==> src/rtl/de1_board_io_if.sv <==
// Avalon-MM slave bus between the HPS bridge and the DE1-SoC board I/O block.
interface de1_board_io_if;
    logic [2:0]  address;
    logic        chipselect;
    logic        read;
    logic        write;
    logic [31:0] writedata;
    logic [31:0] readdata;
    logic        irq;

    modport master (
        output address, chipselect, read, write, writedata,
        input  readdata, irq
    );

    modport slave (
        input  address, chipselect, read, write, writedata,
        output readdata, irq
    );
endinterface

==> src/rtl/de1_board_io.sv <==
// DE1-SoC board I/O: debounced switches/keys with press-edge IRQ, HPS-driven LEDR and
// seven-segment digits behind a small Avalon-MM register file.
module de1_seg_digit (
    input  logic [3:0] nibble,
    input  logic       enable,
    input  logic       lamp,
    output logic [6:0] seg
);
    always_comb begin
        seg = 7'h7F;
        if (lamp) begin
            seg = 7'h00;
        end else if (enable) begin
            case (nibble)
                4'h0: seg = 7'h40;
                4'h1: seg = 7'h79;
                4'h2: seg = 7'h24;
                4'h3: seg = 7'h30;
                4'h4: seg = 7'h19;
                4'h5: seg = 7'h12;
                4'h6: seg = 7'h02;
                4'h7: seg = 7'h78;
                4'h8: seg = 7'h00;
                4'h9: seg = 7'h10;
                4'hA: seg = 7'h08;
                4'hB: seg = 7'h03;
                4'hC: seg = 7'h46;
                4'hD: seg = 7'h21;
                4'hE: seg = 7'h06;
                default: seg = 7'h0E;
            endcase
        end
    end
endmodule

module de1_board_io #(
    parameter int N_SW            = 10,
    parameter int N_KEY           = 4,
    parameter int N_LED           = 10,
    parameter int N_HEX           = 6,
    parameter int DEBOUNCE_CYCLES = 500000
) (
    input  logic               clk,
    input  logic               reset_n,
    input  logic [N_SW-1:0]    sw_in,
    input  logic [N_KEY-1:0]   key_in,
    output logic [7*N_HEX-1:0] hex_out,
    output logic [N_LED-1:0]   ledr_out,
    de1_board_io_if.slave      bus
);
    localparam int CW = $clog2(DEBOUNCE_CYCLES);

    logic [CW-1:0]    tick_cnt;
    logic             tick;
    logic [N_SW-1:0]  sw_s1, sw_s2, sw_samp, sw_db, sw_stable;
    logic [N_KEY-1:0] key_s1, key_s2, key_samp, key_db, key_stable, key_db_nxt, key_press;
    logic [N_KEY-1:0] key_edge, irq_mask, w1c;
    logic [N_LED-1:0] led;
    logic [4*N_HEX-1:0] hex_val;
    logic [N_HEX-1:0] hex_en;
    logic             lamp;
    logic             wr_en, rd_en;
    logic [31:0]      rd_mux;
    logic [N_HEX-1:0][6:0] seg_nxt;
    logic             unused_wd;

    assign tick = (tick_cnt == CW'(DEBOUNCE_CYCLES - 1));

    always_ff @(posedge clk or negedge reset_n) begin
        if (!reset_n) tick_cnt <= '0;
        else          tick_cnt <= tick ? '0 : tick_cnt + 1'b1;
    end

    // Per bit: accept the synced level only if it matched the previous tick's sample.
    assign sw_stable  = ~(sw_s2 ^ sw_samp);
    assign key_stable = ~(key_s2 ^ key_samp);
    assign key_db_nxt = (~key_s2 & key_stable) | (key_db & ~key_stable);
    assign key_press  = tick ? (key_db_nxt & ~key_db) : '0;

    // Key sync/sample flops hold the raw active-low level, so they reset to released.
    always_ff @(posedge clk or negedge reset_n) begin
        if (!reset_n) begin
            sw_s1    <= '0;
            sw_s2    <= '0;
            sw_samp  <= '0;
            sw_db    <= '0;
            key_s1   <= '1;
            key_s2   <= '1;
            key_samp <= '1;
            key_db   <= '0;
        end else begin
            sw_s1  <= sw_in;
            sw_s2  <= sw_s1;
            key_s1 <= key_in;
            key_s2 <= key_s1;
            if (tick) begin
                sw_samp  <= sw_s2;
                key_samp <= key_s2;
                sw_db    <= (sw_s2 & sw_stable) | (sw_db & ~sw_stable);
                key_db   <= key_db_nxt;
            end
        end
    end

    assign wr_en     = bus.chipselect & bus.write;
    assign rd_en     = bus.chipselect & bus.read;
    assign w1c       = (wr_en && bus.address == 3'd2) ? bus.writedata[N_KEY-1:0] : '0;
    assign unused_wd = ^bus.writedata;

    always_ff @(posedge clk or negedge reset_n) begin
        if (!reset_n) begin
            key_edge <= '0;
            irq_mask <= '0;
            led      <= '0;
            hex_val  <= '0;
            hex_en   <= '0;
            lamp     <= 1'b0;
        end else begin
            // A press landing on the same edge as its W1C survives.
            key_edge <= (key_edge & ~w1c) | key_press;
            if (wr_en) begin
                case (bus.address)
                    3'd3: irq_mask <= bus.writedata[N_KEY-1:0];
                    3'd4: led      <= bus.writedata[N_LED-1:0];
                    3'd5: hex_val  <= bus.writedata[4*N_HEX-1:0];
                    3'd6: begin
                        hex_en <= bus.writedata[N_HEX-1:0];
                        lamp   <= bus.writedata[8];
                    end
                    default: ;
                endcase
            end
        end
    end

    always_comb begin
        rd_mux = '0;
        case (bus.address)
            3'd0: rd_mux[N_SW-1:0]    = sw_db;
            3'd1: rd_mux[N_KEY-1:0]   = key_db;
            3'd2: rd_mux[N_KEY-1:0]   = key_edge;
            3'd3: rd_mux[N_KEY-1:0]   = irq_mask;
            3'd4: rd_mux[N_LED-1:0]   = led;
            3'd5: rd_mux[4*N_HEX-1:0] = hex_val;
            3'd6: begin
                rd_mux[N_HEX-1:0] = hex_en;
                rd_mux[8]         = lamp;
            end
            default: ;
        endcase
    end

    always_ff @(posedge clk or negedge reset_n) begin
        if (!reset_n)   bus.readdata <= '0;
        else if (rd_en) bus.readdata <= rd_mux;
    end

    assign bus.irq  = |(key_edge & irq_mask);
    assign ledr_out = led;

    for (genvar d = 0; d < N_HEX; d++) begin : g_dig
        de1_seg_digit u_dig (
            .nibble (hex_val[4*d +: 4]),
            .enable (hex_en[d]),
            .lamp   (lamp),
            .seg    (seg_nxt[d])
        );
    end

    always_ff @(posedge clk or negedge reset_n) begin
        if (!reset_n) hex_out <= '1;
        else          hex_out <= seg_nxt;
    end
endmodule

==> src/flat_wrapper.sv <==
// flat-port wrapper written by rule: the top's interface ports become plain ports
module de1_board_io_flat 
#(
    parameter int N_SW            = 10,
    parameter int N_KEY           = 4,
    parameter int N_LED           = 10,
    parameter int N_HEX           = 6,
    parameter int DEBOUNCE_CYCLES = 500000
)
  (clk, reset_n, sw_in, key_in, hex_out, ledr_out, bus_address, bus_chipselect, bus_read, bus_write, bus_writedata, bus_readdata, bus_irq);
  de1_board_io_if bus_i ();
  input  logic clk;
  input  logic reset_n;
  input  logic [N_SW-1:0] sw_in;
  input  logic [N_KEY-1:0] key_in;
  output logic [7*N_HEX-1:0] hex_out;
  output logic [N_LED-1:0] ledr_out;
  input wire logic [$bits(bus_i.address)-1:0] bus_address;
  input wire logic [$bits(bus_i.chipselect)-1:0] bus_chipselect;
  input wire logic [$bits(bus_i.read)-1:0] bus_read;
  input wire logic [$bits(bus_i.write)-1:0] bus_write;
  input wire logic [$bits(bus_i.writedata)-1:0] bus_writedata;
  output wire logic [$bits(bus_i.readdata)-1:0] bus_readdata;
  output wire logic [$bits(bus_i.irq)-1:0] bus_irq;
  assign bus_i.address = bus_address;
  assign bus_i.chipselect = bus_chipselect;
  assign bus_i.read = bus_read;
  assign bus_i.write = bus_write;
  assign bus_i.writedata = bus_writedata;
  assign bus_readdata = bus_i.readdata;
  assign bus_irq = bus_i.irq;
  de1_board_io #(.N_SW(N_SW), .N_KEY(N_KEY), .N_LED(N_LED), .N_HEX(N_HEX), .DEBOUNCE_CYCLES(DEBOUNCE_CYCLES)) u_core (.clk(clk), .reset_n(reset_n), .sw_in(sw_in), .key_in(key_in), .hex_out(hex_out), .ledr_out(ledr_out), .bus(bus_i));
endmodule
==> config.mk <==
export PLATFORM = sky130hd
export DESIGN_NAME = de1_board_io_flat
export DESIGN_NICKNAME = d
export VERILOG_FILES = /design/src/rtl/de1_board_io_if.sv /design/src/rtl/de1_board_io.sv /design/src/flat_wrapper.sv
export SDC_FILE = /design/constraint.sdc
export NUM_CORES = 1
export LEC_CHECK = 0
export CAP_MARGIN = 40
export CORE_MARGIN = 2
export CORE_UTILIZATION = 48
export CTS_CLUSTER_DIAMETER = 50
export DETAILED_ROUTE_END_ITERATION = 16
export GPL_ROUTABILITY_DRIVEN = 1
export GPL_TIMING_DRIVEN = 0
export PLACE_DENSITY_LB_ADDON = 0.1
export SYNTH_ARGS = -nofsm -noshare
export SYNTH_HDL_FRONTEND = slang
export SYNTH_SLANG_ARGS = --single-unit
==> constraint.sdc <==
create_clock -name clk -period 2.14 [get_ports clk]
set_input_delay 0.428 -clock clk [delete_from_list [all_inputs] [get_ports clk]]
set_output_delay 0.428 -clock clk [all_outputs]
set_load 0.02 [all_outputs]
==> reports/results.tsv <==
metric	value	unit
Layout area overhead	24.39	%
Ant. Diodes	0	
number of synthesized flops with an enable pin	0	
Synth Instances	812	
Setup CP Type	in2reg	
Hold Slack	50.99	ps
clk_skew	7.830	ps
final worst slack	84.85	ps
die area	19840	um2
Worst R2R Setup Slack	140	ps
unrepaired setup endpoints after global routing	false	
vias	6479	
Clk Latency, worst-skew pair	430	ps
post-route ant nets	0	
Worst R2R End	u_core.sw_samp[1]	
crit end category	flip-flop	
worst setup path end	u_core.hex_val[20]	
critical path required time	2460	ps
CP Max Fanout	10	
Max clock buf depth	2	
Worst setup SP type	input port	
Switch Pwr	3617	uW
largest cells by area after synthesis	dfrtp_1, dfstp_2, mux2_2, ha_1, o21ai_0	
final core area utilization	60.38	%
Period Utilization, post-route	96.03	%
endpoints failing setup	0	
Initial Util	48.54	%
vias in the first global route	6156	
Filler Cell Count	1542	
hold-fix buffers at CTS	0	
Max-Cap Viols	0	
syn_area_per_cell	11.07	um2
maximum VDD drop	528.0	uV
sw frac	32.73	%
fin. max-slew vios	0	
cell-internal power	7434	uW
total congestion overflow	0	
Post-Layout Cell Count	1209	
clock root buffer	clkbuf_16	
synth warn	0	
Clk network pwr share	28.8	%
DRC Markers	0	
Clock Sinks	190	
critical path data arrival time	2370	ps
Avg WL per Cell	16.56	um
sequential share of power	42.5	%
Max Clk Rate	0.4866	GHz
total chip power	11050	uW
CP startpoint	bus_address[1]	
CTS tree	done	
Chip Width	140.8	um
combinational share of power	28.7	%
Initial DRT Pass Iterations	5	
pwr dens	988.4	nW/um2
Die Ht	140.8	um
core area	18520	um2
Syn Std Cell Area	8989	um2
FF+latch count, synth	190	
gpl congestion	0.8673	
ratio of cells with drive above 1 in the final layout	18.67	%
leading area contributor after synthesis	dfrtp_1	
post-synthesis sequential area ratio	53.65	%
htree depth	4	
ys async rst share	100.0	%
Num CTS Buffers	17	
Worst Reg2Reg Path Length in Cells	6	
Tot GR Track Use	21.01	%
port bufs	122	
Synth top area share	37.86	%
library cells used by synthesis	64	
status	completed	
Ports	139	
CTS clk-pin slew, worst paths	70	ps
hold crit path type	in2async	
wirelength, routed	20.03	mm
post_cts resized	2	
pre-CTS WS	-547.4	ps
Final #Nets	1059	
leak pwr	0.004817	uW
worst relative slew slack	48.65	%
Worst Tran Pin Value	763.2	ps
initial antenna violation count	0	
Final Hold Violating Endpoints	0	
DP Wirelength	14.46	mm
Main synth FF type	dfrtp_1	
Tmin final	2055	ps
DR iter-0 viols	368	
largest net degree at the start of global routing	105	
Site Rows	50	
reg-to-reg critical path startpoint	u_core.tick_cnt[9]	
Post-CTS Setup Bufs	0	
drt via density	5.359	
Placed Cells	1177	
first-pass GRT wire length	32.98	mm
-- per-stage QoR --
| step | area, um2 | TNS (ps) |
|---|---|---|
| floorplan | 9015 | 0 |
| global placement | 10530 | -1250400 |
| detailed placement | 10570 | -16050 |
| CTS | 11170 | 0 |
| global route | 11180 | 0 |
| finish | 11180 | 0 |
-- cells by family after synthesis --
logic type	synth area share, %
compound gates	15.35
flops	53.65
simple gates	10.15
buf+inv	4.607
mux	8.756
fa+ha+maj	5.986
xor+xnor	1.462
other cells	0.04172
-- critical path, cell delays in order --
cell	delay [ps]
clkdlybuf4s50_1	490
inv_1	230
nand2_1	140
nor2_2	330
buf_2	360
mux2_2	370
-- power by group through the flow --
stage / Sequential, uW / Clock [uW] / Combinational [uW]
2_1_floorplan: 5170 / 0 / 1420
5_1_grt: 4780 / 3390 / 3490
3_3_place_gp: 4770 / 0 / 3150
3_5_place_dp: 4770 / 0 / 3180
4_1_cts: 4700 / 3250 / 3190
6_report: 4700 / 3180 / 3170
-- flip-flops by register name, summed over array words and instances (netlist names), named ones only --
name	count
u_core.irq_mask	4
u_core.key_s1	4
u_core.key_s2	4
u_core.tick_cnt	19
u_core.sw_s1	10
u_core.sw_samp	10
u_core.bus.readdata	24
u_core.lamp	1
u_core.hex_en	6
u_core.hex_out	42
u_core.key_db	4
u_core.ledr_out	10
u_core.hex_val	24
u_core.key_samp	4
u_core.sw_s2	10
u_core.key_edge	4
-- area by class of cell --
class	count	area, um2	area share (%)
inverters	31	116.4	1.041
plain buffers	61	297.8	2.663
clock buffers	17	425.4	3.805
well taps	234	292.8	2.619
multi-input cells	537	3795	33.94
clock inverters	15	170.2	1.522
flip-flops and latches	190	4822	43.13
repair buffers	124	1261	11.28
-- worst min-delay path by stage --
stage / end / depth (start not counted) / slack [ps] / start
2_1_floorplan: async pin / 0 / 130 / reset_n
3_3_place_gp: u_core.sw_s2[4] / 0 / 330 / u_core.sw_s1[4]
3_5_place_dp: u_core.sw_s2[4] / 0 / 340 / u_core.sw_s1[4]
4_1_cts: u_core.tick_cnt[8] / 1 / 80 / reset_n
5_1_grt: u_core.bus.readdata[22] / 1 / 110 / reset_n
6_report: u_core.bus.readdata[22] / 1 / 50 / reset_n
-- cell usage in the layout (no fill, tap or decap), drive strengths merged, types with 9 or more instances in the layout --
cell,n
a31oi,15
a21o,9
dfstp,54
inv,40
buf,23
nand2,66
ha,43
a22o,19
clkbuf,58
o21ai,80
dfrtp,136
mux2i,10
nor2,33
clkdlybuf4s50,120
nand4,10
a21oi,48
nand2b,11
nand3,15
o211ai,10
mux2,59
-- synth_stat cells, types with 2 or more instances --
cell type    n
a211o_1      3
a211oi_1     2
a21bo_2      4
a21o_1       9
a21oi_1     48
a221oi_1     5
a22o_1      19
a22oi_1      8
a31oi_1     15
and2_1       4
and3_1       2
buf_2        8
buf_4        9
buf_6        3
clkbuf_1    39
clkbuf_2     2
dfrtp_1    136
dfstp_2     54
ha_1        43
inv_1       31
mux2_2      58
mux2i_1     10
nand2_1     66
nand2b_1    11
nand3_1     14
nand3b_1     3
nand4_1      9
nor2_1      32
nor2b_1      8
nor3_1       4
nor4_1       3
nor4_2       2
nor4b_1      2
o211ai_1    10
o21a_1       2
o21ai_0     76
o21ai_1      4
o221ai_1     3
o311ai_1     4
o31ai_1      3
or3_1        8
xnor2_1      7
xor2_1       8
-- layer usage --
layer | global-route usage [%] | part of all wire [%] | wire [um] | vias up
met1 | 29.79 | 47 | 9499 | 3164
li1 | - | - | - | 3158
met3 | 3.499 | 3.9 | 776 | 16
met5 | 0 | 0 | 0 | -
met4 | 5.579 | 1.3 | 258 | 0
met2 | 33.86 | 47 | 9493 | 141
No activity file was read; power rests on OpenSTA's default activity.
